### src/rtl/transfer_pkg.sv
// Shared definitions for the transfer-center serial link.
// Holds the command codes, the filler byte, the frame length, the
// transmitter state encoding, and a helper that checks command legality.
package transfer_pkg;

    // Command codes understood by the receiving transfer center.
    localparam logic [7:0] CMD_50     = 8'd1;
    localparam logic [7:0] CMD_80     = 8'd2;
    localparam logic [7:0] CMD_90     = 8'd3;
    localparam logic [7:0] CMD_100    = 8'd4;
    localparam logic [7:0] CMD_FLUSH  = 8'd5;
    localparam logic [7:0] CMD_READY  = 8'd6;
    localparam logic [7:0] CMD_BINARY = 8'd7;
    localparam logic [7:0] CMD_ASCII  = 8'd8;

    // Filler frame. The receiver ignores it because it is not a legal command.
    localparam logic [7:0] IDLE_BYTE  = 8'h00;

    // Clocks per frame on the unframed line.
    localparam int unsigned FRAME_BITS = 8;

    // Describes what is currently on the line.
    //   IDLE    : filler frame
    //   CMD     : a command frame with no payload
    //   CMD_BIN : a BINARY command frame; its data frame follows it
    //   DATA    : the data frame that belongs to a BINARY command
    typedef enum logic [1:0] {
        IDLE,
        CMD,
        CMD_BIN,
        DATA
    } tx_state_e;

    function automatic logic is_legal_cmd(input logic [7:0] code);
        return (code >= CMD_50) && (code <= CMD_ASCII);
    endfunction

endpackage

### src/rtl/transfer_center_tx_if.sv
// Request channel from the local controller into the transmitter.
// Ports:
//   req_valid : request strobe (controller -> transmitter)
//   req_cmd   : 8-bit command code
//   req_data  : 8-bit payload, meaningful only with CMD_BINARY
//   req_ready : the holding register is empty (transmitter -> controller)
// A request is taken on a clock edge where req_valid && req_ready.
interface transfer_center_tx_if;

    logic       req_valid;
    logic [7:0] req_cmd;
    logic [7:0] req_data;
    logic       req_ready;

    modport master (
        output req_valid,
        output req_cmd,
        output req_data,
        input  req_ready
    );

    modport slave (
        input  req_valid,
        input  req_cmd,
        input  req_data,
        output req_ready
    );

endinterface

### src/rtl/tx_shift8.sv
// Shift register and frame counter that drive the serial line.
// The 3-bit counter runs freely from a reset value of 7, which matches the
// receiver's counter. A "load edge" is an edge where the counter reads 7
// before the edge. On that edge byte_in is loaded and its MSB goes straight
// to the line. On every other edge the next bit is shifted out, MSB first.
// Ports:
//   clk, rst   : system clock; asynchronous active-high reset
//   load       : when high, load byte_in on this edge (the top ties it to load_edge)
//   byte_in    : byte to load
//   load_edge  : high during the cycle that ends in a load edge
//   serial_out : registered serial bit
module tx_shift8
    import transfer_pkg::*;
#(
    parameter logic [7:0] RESET_BYTE = 8'h00
) (
    input  logic       clk,
    input  logic       rst,
    input  logic       load,
    input  logic [7:0] byte_in,
    output logic       load_edge,
    output logic       serial_out
);

    logic [2:0] bit_cnt_q, bit_cnt_d;
    logic [7:0] shift_q,   shift_d;
    logic       serial_q,  serial_d;

    assign load_edge  = (bit_cnt_q == 3'(FRAME_BITS - 1));
    assign serial_out = serial_q;

    always_comb begin
        // The 3-bit add wraps 7 -> 0 naturally.
        bit_cnt_d = bit_cnt_q + 3'd1;
        shift_d   = shift_q;
        serial_d  = serial_q;
        if (load) begin
            // The MSB goes to the line at the load edge itself, so the
            // register keeps the whole byte. Bits 6..0 follow from shift_q[6].
            shift_d  = byte_in;
            serial_d = byte_in[7];
        end else begin
            serial_d = shift_q[6];
            shift_d  = {shift_q[6:0], 1'b0};
        end
    end

    always_ff @(posedge clk or posedge rst) begin
        if (rst) begin
            bit_cnt_q <= 3'd7;
            shift_q   <= RESET_BYTE;
            serial_q  <= 1'b0;
        end else begin
            bit_cnt_q <= bit_cnt_d;
            shift_q   <= shift_d;
            serial_q  <= serial_d;
        end
    end

endmodule

### src/rtl/transfer_center_tx.sv
// Transfer-center serial transmitter.
// Serialises 8-bit command frames onto a single unframed bit line. A BINARY
// command is followed by its data frame. Filler frames (IDLE_BYTE) are sent
// when nothing is pending. Frame boundaries are implied by a free-running
// counter that the receiver shares through the common clk/rst.
// Ports:
//   clk, rst               : system clock; asynchronous active-high reset
//   req                    : request channel (valid/cmd/data/ready), slave side
//   peer_ready_in          : receiver ready; gates the start of new command frames
//   ready_for_transfer_out : combinational copy of peer_ready_in
//   serial_out             : registered serial bit to the receiver's dataIn
//   frame_start            : one-cycle pulse after a command or data frame's MSB is loaded
//   busy                   : a command/data frame is on the line or a request is pending
//   cmd_err                : one-cycle pulse after an illegal command is accepted
module transfer_center_tx #(
    parameter logic [7:0] IDLE_BYTE = transfer_pkg::IDLE_BYTE
) (
    input  logic                        clk,
    input  logic                        rst,
    transfer_center_tx_if.slave         req,
    input  logic                        peer_ready_in,
    output logic                        ready_for_transfer_out,
    output logic                        serial_out,
    output logic                        frame_start,
    output logic                        busy,
    output logic                        cmd_err
);

    import transfer_pkg::*;

    tx_state_e  state_q,       state_d;
    logic       pending_q,     pending_d;
    logic [7:0] cmd_hold_q,    cmd_hold_d;
    logic [7:0] data_hold_q,   data_hold_d;
    logic       frame_start_q, frame_start_d;
    logic       cmd_err_q,     cmd_err_d;

    logic       load_edge;
    logic [7:0] next_byte;
    logic       accept;

    assign ready_for_transfer_out = peer_ready_in;
    assign req.req_ready          = !pending_q;
    assign accept                 = req.req_valid && !pending_q;
    assign busy                   = pending_q || (state_q != IDLE);
    assign frame_start            = frame_start_q;
    assign cmd_err                = cmd_err_q;

    tx_shift8 #(
        .RESET_BYTE (IDLE_BYTE)
    ) u_shift (
        .clk        (clk),
        .rst        (rst),
        .load       (load_edge),
        .byte_in    (next_byte),
        .load_edge  (load_edge),
        .serial_out (serial_out)
    );

    always_comb begin
        state_d       = state_q;
        pending_d     = pending_q;
        cmd_hold_d    = cmd_hold_q;
        data_hold_d   = data_hold_q;
        next_byte     = IDLE_BYTE;
        frame_start_d = 1'b0;
        cmd_err_d     = 1'b0;

        // Select the next frame. The data frame of a BINARY command is never
        // gated by the peer, so the command/data pair stays atomic.
        if (load_edge) begin
            if (state_q == CMD_BIN) begin
                next_byte = data_hold_q;
                state_d   = DATA;
            end else if (pending_q && peer_ready_in) begin
                next_byte = cmd_hold_q;
                pending_d = 1'b0;
                state_d   = (cmd_hold_q == CMD_BINARY) ? CMD_BIN : CMD;
            end else begin
                next_byte = IDLE_BYTE;
                state_d   = IDLE;
            end
            frame_start_d = (state_d != IDLE);
        end

        // Acceptance needs pending_q == 0, and the load branch that clears
        // pending needs pending_q == 1, so the two never both write pending_d.
        // A request accepted on a load edge therefore waits for the next one.
        if (accept) begin
            if (is_legal_cmd(req.req_cmd)) begin
                cmd_hold_d  = req.req_cmd;
                data_hold_d = req.req_data;
                pending_d   = 1'b1;
            end else begin
                cmd_err_d   = 1'b1;
            end
        end
    end

    always_ff @(posedge clk or posedge rst) begin
        if (rst) begin
            state_q       <= IDLE;
            pending_q     <= 1'b0;
            cmd_hold_q    <= '0;
            data_hold_q   <= '0;
            frame_start_q <= 1'b0;
            cmd_err_q     <= 1'b0;
        end else begin
            state_q       <= state_d;
            pending_q     <= pending_d;
            cmd_hold_q    <= cmd_hold_d;
            data_hold_q   <= data_hold_d;
            frame_start_q <= frame_start_d;
            cmd_err_q     <= cmd_err_d;
        end
    end

endmodule

### src/flat_wrapper.sv
// flat-port wrapper written by rule: the top's interface ports become plain ports
module transfer_center_tx_flat import transfer_pkg::*;
#(
    parameter logic [7:0] IDLE_BYTE = transfer_pkg::IDLE_BYTE
)
  (clk, rst, peer_ready_in, ready_for_transfer_out, serial_out, frame_start, busy, cmd_err, req_req_valid, req_req_cmd, req_req_data, req_req_ready);
  transfer_center_tx_if req_i ();
  input  logic clk;
  input  logic rst;
  input  logic peer_ready_in;
  output logic ready_for_transfer_out;
  output logic serial_out;
  output logic frame_start;
  output logic busy;
  output logic cmd_err;
  input wire logic [$bits(req_i.req_valid)-1:0] req_req_valid;
  input wire logic [$bits(req_i.req_cmd)-1:0] req_req_cmd;
  input wire logic [$bits(req_i.req_data)-1:0] req_req_data;
  output wire logic [$bits(req_i.req_ready)-1:0] req_req_ready;
  assign req_i.req_valid = req_req_valid;
  assign req_i.req_cmd = req_req_cmd;
  assign req_i.req_data = req_req_data;
  assign req_req_ready = req_i.req_ready;
  transfer_center_tx #(.IDLE_BYTE(IDLE_BYTE)) u_core (.clk(clk), .rst(rst), .req(req_i), .peer_ready_in(peer_ready_in), .ready_for_transfer_out(ready_for_transfer_out), .serial_out(serial_out), .frame_start(frame_start), .busy(busy), .cmd_err(cmd_err));
endmodule
### config.mk
export PLATFORM = sky130hd
export DESIGN_NAME = transfer_center_tx_flat
export DESIGN_NICKNAME = d
export VERILOG_FILES = /design/src/rtl/transfer_pkg.sv /design/src/rtl/transfer_center_tx_if.sv /design/src/rtl/tx_shift8.sv /design/src/rtl/transfer_center_tx.sv /design/src/flat_wrapper.sv
export SDC_FILE = /design/constraint.sdc
export NUM_CORES = 1
export LEC_CHECK = 0
export CORE_MARGIN = 5
export CORE_UTILIZATION = 49
export CTS_CLUSTER_DIAMETER = 50
export DETAILED_ROUTE_END_ITERATION = 7
export PLACE_DENSITY = 0.8
export SYNTH_ARGS = -nofsm -noshare
export SYNTH_HDL_FRONTEND = slang
export SYNTH_SLANG_ARGS = --single-unit
### constraint.sdc
create_clock -name clk -period 1.8 [get_ports clk]
set_clock_uncertainty 0.05 [all_clocks]
set_input_delay 0.45 -clock clk [delete_from_list [all_inputs] [get_ports clk]]
set_output_delay 0.45 -clock clk [all_outputs]
set_load 0.01 [all_outputs]
==> flow_summary.yaml, run 1 <==
outcome:
  status: "finished, final reports clean"
setup_path:
  cp.arrival_ns: 1.95
  worst_setup_path_end_kind: "flip-flop"
  startpoint_type: "input port"
  crit_type: "in -> reg"
  cp-startpoint: "req_req_cmd[7]"
  cp_max_fo: 6
  cp.required_ns: 1.98
  reg2regPathDepth: 6
  rr_endpoint: "u_core.data_hold_q[6]"
  endpoint: "u_core.data_hold_q[6]"
  reg2reg_slack_ns: 0.08
  rr_startpoint: "u_core.pending_q"
power:
  powerDensity_nw_per_um2: 857
  net-switching-power_mw: 0.448
  internal-power_mw: 1.19
  power_frac_comb_pct: 19.7
  netSwitchingFraction_pct: 27.4
  p_leak_nw: 0.875
  ir_worst_vdd_v: 0.000869
  seqPwrFrac_pct: 53.7
  p_clk_share_pct: 26.5
run:
  drv_cap: 0
clock_network:
  clockBufferDepth: 2
  cts_root_buf: "clkbuf_4"
  cts_tree: "yes"
  numCtsBuffers: 5
  clock_latency_ns: 0.33
  cts.htree.levels: 2
  clkSinkCount: 32
  clk_pin_slew_ns: 0.10
finish:
  fillCellCount: 202
  syn_to_final_growth_pct: 36.3
  final_cell_mix: "29 x dfrtp_1, 20 x buf_4, 14 x clkdlybuf4s50_1"
  final_area_um2: 1910
  final_common_cell: "dfrtp_1"
  n_antenna_cell: 0
  fin_nets: 191
  drive_gt1_share_pct: 27.6
sta:
  setup_viol: 0
  clock.fmax_ghz: 0.566
  hold_viol_final: 0
  slew_headroom_pct: 71.6
  slew_viol_final: 0
  min_period_over_period_pct: 98.1
  worst_slew_pin_slew_ns: 0.426
  setup_tns_ns: 0
  fin_crit_ns: 1.77
worst_hold_path:
  min_path_cells: 1
  hp-class: "reg -> reg"
placed_design:
  place_area_um2: 1820
  place_congestion: 0.768
  dp.final_hpwl_um: 2320
  io_buffers: 25
yosys:
  syn_area_per_cell_um2: 11.4
  synth_edf_count: 0
  synthFlopType: "dfrtp_1"
  synth.net_count: 145
  yosys_warnings: 0
  synth_cell_type_count: 29
  synth_seq_cells: 32
  syn_area_um2: 1400
  synth-async-reset-ratio_pct: 100
  netlist_instances: 123
  seq_area_frac_synth_pct: 57.5
floorplanning:
  fp.dieW_um: 63.4
  io_pins: 26
  die_h_um: 63.4
  start_util_pct: 50.7
  rows: 19
  fp.dieArea_um2: 4020
  core_um2: 2760
detailed_routing:
  routed_wl_um: 3240
  via_count: 1124
  via_per_inst: 5.59
  drt_iter0_markers: 55
  drc: 0
  drt-pass1-iter-count: 4
  avgRoutedWirePerCell_um: 16.1
  drtAntennaViolNets: 0
grt:
  grt_max_degree: 33
  antenna_found_initial: 0
  grt.overflow.total: 0
  grt_pass1_vias: 1162
  track_usage_pct: 17.7
  grt_pass1_wl_um: 5420
-- metal layers --
metal / vias up / wire length (um) / GRT usage (%)
met1: 553 / 1340 / 20.6
met2: 21 / 1690 / 28.7
met3: 8 / 120 / 6.22
li1: 542 / - / -
met4: 0 / 82 / 8.83
met5: - / 0 / 0
-- cell type report --
class | count | area, um2 | share of cell area [%]
inverters | 3 | 11.3 | 0.591
clock inverters | 1 | 7.51 | 0.394
clock buffers | 7 | 55.1 | 2.89
flip-flops and latches | 32 | 805 | 42.2
multi-input cells | 81 | 589 | 30.9
well taps | 31 | 38.8 | 2.03
repair buffers | 46 | 400 | 21.0
-- kinds of logic after synthesis --
logic type / Yosys count / synth area share, %
AO/OA/AOI/OAI: 21 / 11.4
flip-flops: 32 / 57.5
multiplexers: 8 / 6.44
adder cells (fa/ha/maj): 2 / 1.79
AND/OR/NAND/NOR: 50 / 19.4
buffers and inverters: 10 / 3.49
-- critical path: stages --
cell and delay [ns]:
dlygate4sd2_1 0.24, or4_4 0.44, nor4_4 0.24, buf_4 0.16, clkbuf_16 0.13, mux2_4 0.28
-- sequential cells by signal, indices dropped and copies added, names as in the netlist --
signal	cells
u_core.cmd_err	1
u_core.cmd_hold_q	8
u_core.data_hold_q	8
u_core.frame_start	1
u_core.pending_q	1
u_core.state_q	2
u_core.u_shift.bit_cnt_q	3
u_core.u_shift.serial_out	1
u_core.u_shift.shift_q	7
-- synth_stat cells, types with 2 or more instances --
cell / count / share of area, %
mux2_1: 8 / 6.4
nor3_1: 3 / 1.1
a32oi_1: 3 / 1.9
nand3_1: 9 / 3.2
o2bb2ai_1: 3 / 1.9
nand2b_1: 2 / 0.89
nor2_1: 10 / 2.7
a31oi_1: 9 / 4.0
dfstp_2: 3 / 5.6
nand2_1: 10 / 2.7
or3_1: 2 / 0.89
nor2b_1: 6 / 2.7
nor4_1: 4 / 1.8
clkbuf_1: 5 / 1.3
dfrtp_1: 29 / 52
inv_1: 3 / 0.80
ha_1: 2 / 1.8
-- power by group through the flow --
stage                     sequential (mW)  clock, mW  combinational, mW
after detailed placement            0.890          0              0.318
after floorplan                     0.871          0              0.176
final                               0.879      0.434              0.323
after global routing                0.893      0.480              0.352
after CTS                           0.877      0.447              0.322
after global placement              0.886          0              0.300
-- through the flow --
step	cells	hold WS [ns]	total power, mW	worst slack [ns]	utilization, %
floorplan	123	0.368	1.05	-0.184	-
global placement	190	0.375	1.19	-0.581	65.9
detailed placement	190	0.386	1.21	-0.623	65.9
CTS	201	0.410	1.65	0.0103	70.1
global route	201	0.424	1.73	-0.00230	69.1
finish	201	0.407	1.64	0.0340	69.1
-- how the worst min path moves through the flow --
stage	startpoint	to
6_report	u_core.u_shift.bit_cnt_q[0]	u_core.u_shift.bit_cnt_q[0]
5_1_grt	u_core.u_shift.bit_cnt_q[0]	u_core.u_shift.bit_cnt_q[0]
3_3_place_gp	u_core.u_shift.bit_cnt_q[0]	u_core.u_shift.bit_cnt_q[0]
2_1_floorplan	u_core.u_shift.bit_cnt_q[0]	u_core.u_shift.bit_cnt_q[0]
4_1_cts	u_core.u_shift.bit_cnt_q[0]	u_core.u_shift.bit_cnt_q[0]
3_5_place_dp	u_core.u_shift.bit_cnt_q[0]	u_core.u_shift.bit_cnt_q[0]
-- what timing repair did --
action | CTS | global route
pin swaps | 4 | 2
cloned | 1 | 0
endpoints found under the setup margin | 16 | 9
resized for setup | 18 | 8
setup buffers | 2 | 1
hold buffers | 0 | 0
No activity file was read; power rests on OpenSTA's default activity.
==> run 2, diff against run 1 <==
--- a/config.mk
+++ b/config.mk
@@ -5,11 +5,11 @@
 export SDC_FILE = /design/constraint.sdc
 export NUM_CORES = 1
 export LEC_CHECK = 0
-export CORE_MARGIN = 5
 export CORE_UTILIZATION = 49
 export CTS_CLUSTER_DIAMETER = 50
 export DETAILED_ROUTE_END_ITERATION = 7
-export PLACE_DENSITY = 0.8
+export PLACE_DENSITY = 0.83
+export SETUP_SLACK_MARGIN = 0.02
 export SYNTH_ARGS = -nofsm -noshare
 export SYNTH_HDL_FRONTEND = slang
 export SYNTH_SLANG_ARGS = --single-unit
==> flow_summary.yaml, run 2 (synthesized netlist as in run 1, its figures left out) <==
finish:
  final_common_cell: "dfrtp_1"
  fillCellCount: 210
  syn_to_final_growth_pct: 34.6
  drive_gt1_share_pct: 25.9
  fin_nets: 191
  final_area_um2: 1880
  stdcell_count: 201
  reg_top3: "u_core.cmd_hold_q x8, u_core.data_hold_q x8, u_core.u_shift.shift_q x7"
  final_cell_mix: "29 x dfrtp_1, 19 x buf_4, 14 x clkdlybuf4s50_1"
  fin_util_pct: 68.9
  n_antenna_cell: 0
run:
  drv_cap: 0
sta:
  slew_viol_final: 0
  slew_headroom_pct: 71.5
  setup_tns_ns: 0
  holdWs_ns: 0.396
  hold_viol_final: 0
  clock.fmax_ghz: 0.558
  rsz0062_at_grt: "true"
  setup_viol: 0
  fin_crit_ns: 1.79
  worst_slew_pin_slew_ns: 0.427
  min_period_over_period_pct: 99.5
setup_path:
  reg2reg_slack_ns: 0.15
  crit_top_cell: "buf_6"
  rr_startpoint: "u_core.u_shift.bit_cnt_q[0]"
  worstPathCellList: "buf_6, or4_4, nor4_4, buf_6, mux2_4"
  cpLargestDelayFamily: "simple AND/OR/NAND/NOR gates"
  crit_buf_inv: 2
  cp-startpoint: "req_req_cmd[6]"
  cp_slowest_stage_delay_ns: 0.54
  cp.required_ns: 1.97
  cp_max_fo: 6
  crit_type: "in -> reg"
  cp.arrival_ns: 1.96
  slowest_stage: "or4_4"
  rr_endpoint: "u_core.u_shift.shift_q[2]"
  startpoint_type: "input port"
  reg2regPathDepth: 5
  cp.depth: 5
  worst_setup_path_end_kind: "flip-flop"
power:
  ir_worst_vdd_v: 0.000791
  powerDensity_nw_per_um2: 857
  p_leak_nw: 0.863
placed_design:
  place_congestion: 0.801
  place_area_um2: 1800
  io_buffers: 25
  dp.final_hpwl_um: 2220
  numPlacedInstances: 190
grt:
  grt_pass1_wl_um: 5100
  track_usage_pct: 22.4
  grt_max_degree: 33
  grt_pass1_vias: 1110
  antenna_found_initial: 0
  grt.overflow.total: 0
worst_hold_path:
  min_path_cells: 1
  hp-class: "reg -> reg"
  min_from: "u_core.u_shift.bit_cnt_q[0]"
  holdPathEnd: "u_core.u_shift.bit_cnt_q[0]"
floorplanning:
  fp.dieArea_um2: 3070
  core_um2: 2730
  fp.dieW_um: 55.4
  rows: 19
  io_pins: 26
  start_util_pct: 51.2
  die_h_um: 55.4
clock_network:
  postCtsHoldBufs: 0
  cts.htree.levels: 2
  cts_root_buf: "clkbuf_4"
  clkSinkCount: 32
  clockBufferDepth: 2
  numCtsBuffers: 5
  clock_latency_ns: 0.33
  clk_pin_slew_ns: 0.09
  cts_tree: "yes"
detailed_routing:
  drt_iter0_markers: 43
  via_count: 1173
  drc: 0
  routed_wl_um: 3020
  avgRoutedWirePerCell_um: 15.0
  via_per_inst: 5.84
  drtAntennaViolNets: 0
  drt-pass1-iter-count: 4
outcome:
  status: "finished, final reports clean"
[run 2: cell count changes in the layout (fill, tap and decap cells not counted)]
cell / before / now
nor4_2: 1 / 0
clkbuf_2: 3 / 2
clkbuf_16: 1 / 0
nand2b_4: 1 / 0
nand2b_1: 1 / 2
nor4_1: 3 / 4
clkbuf_1: 1 / 2
clkinvlp_4: 1 / 0
dlymetal6s2s_1: 1 / 0
buf_6: 0 / 3
buf_4: 20 / 19
clkdlybuf4s15_1: 0 / 1
[run 2: repair_timing]
item / in CTS / in global routing
pin swaps: 3 / 3
buffers inserted: 1 / 2
endpoints found under the setup margin: 19 / 12
resized for setup: 20 / 7
[run 2: cell type report]
cell class              count  area, um2  area share [%]
well taps                  31       38.8            2.06
repair buffers             46        394            20.9
multi-input cells          81        576            30.6
inverters                   3       11.3           0.598
flip-flops and latches     32        805            42.7
clock buffers               8       58.8            3.12
[run 2: per-stage QoR]
step	setup slack, ns	power [mW]
final	0.00874	1.61
after global routing	0.00480	1.70
after CTS	0.0293	1.63
after global placement	-0.592	1.18
after floorplan	-0.184	1.05
after detailed placement	-0.637	1.20
[run 2: routing by layer]
layer  GRT usage, %  vias up  routed length [um]
met5              0        -                   0
met2           34.4       39                1480
met1           27.1      578                1290
li1               -      542                   -
met3           7.26       14                 146
met4           14.3        0                 104
[run 2: worst max path at each step]
stage,to
2_1_floorplan,u_core.data_hold_q[0]
3_3_place_gp,u_core.data_hold_q[4]
3_5_place_dp,u_core.data_hold_q[4]
4_1_cts,u_core.data_hold_q[0]
5_1_grt,u_core.data_hold_q[4]
6_report,u_core.data_hold_q[4]
[run 2: power by group]
part / switching (mW) / total (mW) / internal (mW)
Combinational: 0.129 / 0.312 / 0.183
Sequential: 0.0716 / 0.881 / 0.809
Clock: 0.228 / 0.420 / 0.192
==> run 3, diff against run 2 <==
--- a/config.mk
+++ b/config.mk
@@ -6,10 +6,12 @@
 export NUM_CORES = 1
 export LEC_CHECK = 0
 export CORE_UTILIZATION = 49
+export CTS_BUF_LIST = sky130_fd_sc_hd__clkbuf_16
 export CTS_CLUSTER_DIAMETER = 50
 export DETAILED_ROUTE_END_ITERATION = 7
-export PLACE_DENSITY = 0.83
+export PLACE_DENSITY = 0.78
 export SETUP_SLACK_MARGIN = 0.02
+export SKIP_CTS_REPAIR_TIMING = 1
 export SYNTH_ARGS = -nofsm -noshare
 export SYNTH_HDL_FRONTEND = slang
 export SYNTH_SLANG_ARGS = --single-unit
==> flow_summary.yaml, run 3 (synthesized netlist as in run 1, its figures left out) <==
outcome:
  status: "finished, final reports clean"
worst_hold_path:
  hp-class: "reg -> reg"
floorplanning:
  core_um2: 2730
  rows: 19
  io_pins: 26
  fp.dieArea_um2: 3070
  start_util_pct: 51.2
  die_h_um: 55.4
  fp.dieW_um: 55.4
detailed_routing:
  drc: 0
  drtAntennaViolNets: 0
  drt_iter0_markers: 28
  via_per_inst: 5.65
  avgRoutedWirePerCell_um: 16.1
  drt-pass1-iter-count: 4
  routed_wl_um: 3260
  via_count: 1141
run:
  drv_cap: 0
finish:
  fin_nets: 192
  final_area_um2: 2060
  syn_to_final_growth_pct: 47.4
  final_common_cell: "dfrtp_1"
  fillCellCount: 171
  reg_top3: "u_core.cmd_hold_q x8, u_core.data_hold_q x8, u_core.u_shift.shift_q x7"
  drive_gt1_share_pct: 27.5
  n_antenna_cell: 0
  fin_util_pct: 75.4
  final_cell_mix: "28 x dfrtp_1, 20 x buf_4, 13 x clkdlybuf4s50_1"
grt:
  grt_max_degree: 33
  track_usage_pct: 22.0
  grt.overflow.total: 0
  grt_pass1_wl_um: 5060
  antenna_found_initial: 0
  grt_pass1_vias: 1109
clock_network:
  numCtsBuffers: 5
  clkSinkCount: 32
  cts_root_buf: "clkbuf_16"
  clk_pin_slew_ns: 0.05
  cts.htree.levels: 2
  clockBufferDepth: 2
  clock_latency_ns: 0.27
  cts_tree: "yes"
sta:
  clock.fmax_ghz: 0.556
  slew_headroom_pct: 72.4
  setup_viol: 0
  min_period_over_period_pct: 100
  worst_slew_pin_slew_ns: 0.413
  slew_viol_final: 0
  fin_crit_ns: 1.80
  hold_viol_final: 0
  rsz0062_at_grt: "true"
placed_design:
  dp.final_hpwl_um: 2090
  io_buffers: 25
  place_area_um2: 1820
  place_congestion: 0.802
setup_path:
  cp.arrival_ns: 1.91
  cp.required_ns: 1.91
  cp_max_fo: 4
  worst_setup_path_end_kind: "flip-flop"
  startpoint_type: "input port"
  crit_type: "in -> reg"
power:
  p_leak_nw: 1.00
  power_mw: 2.15
  ir_worst_vdd_v: 0.000806
  powerDensity_nw_per_um2: 1040
==> run 3: path summary, 6_finish.rpt <==
path,from,end,slack [ns],cells after the start
max,req_req_cmd[6],u_core.data_hold_q[5],0.0001,5
min in group asynchronous,rst,u_core.data_hold_q[0],0.51,3
min reg2reg,u_core.u_shift.bit_cnt_q[0],u_core.u_shift.bit_cnt_q[0],0.39,1
max in group asynchronous,rst,u_core.u_shift.bit_cnt_q[1],0.88,3
max reg2reg,u_core.pending_q,u_core.data_hold_q[5],0.10,4
min,u_core.u_shift.bit_cnt_q[0],u_core.u_shift.bit_cnt_q[0],0.39,1
==> run 3: layout make-up <==
cell class / count / area (um2) / area share (%)
clock inverters: 3 / 38.8 / 1.88
repair buffers: 47 / 459 / 22.3
inverters: 3 / 11.3 / 0.546
well taps: 31 / 38.8 / 1.88
flip-flops and latches: 32 / 806 / 39.1
multi-input cells: 81 / 583 / 28.3
clock buffers: 5 / 125 / 6.07
==> run 3: critical path: stages <==
cell       delay (ns)
buf_6            0.09
or4_4            0.54
nor4_4           0.31
clkbuf_16        0.22
mux2_4           0.29
==> run 3: per-stage QoR <==
stage / worst slack (ns) / setup TNS (ns) / instances / hold slack, ns
after floorplan: -0.184 / -1.05 / 123 / 0.368
after global placement: -0.566 / -8.35 / 190 / 0.374
after detailed placement: -0.604 / -8.90 / 190 / 0.385
after CTS: -0.335 / -3.87 / 198 / 0.397
after global routing: -0.0287 / -0.0897 / 202 / 0.411
final: 0.0000997 / 0 / 202 / 0.393
==> run 3: where the power goes <==
| part | switching (mW) | internal [mW] |
|---|---|---|
| sequential | 0.0772 | 0.813 |
| combinational | 0.133 | 0.195 |
| clock | 0.285 | 0.643 |
==> run 3: layer usage <==
layer | vias up | global-route usage (%) | share of wire (%)
met2 | 33 | 34.4 | 50
met3 | 15 | 6.32 | 4.6
met5 | - | 0 | 0
met4 | 0 | 12.9 | 4.1
met1 | 556 | 27.1 | 41
li1 | 537 | - | -
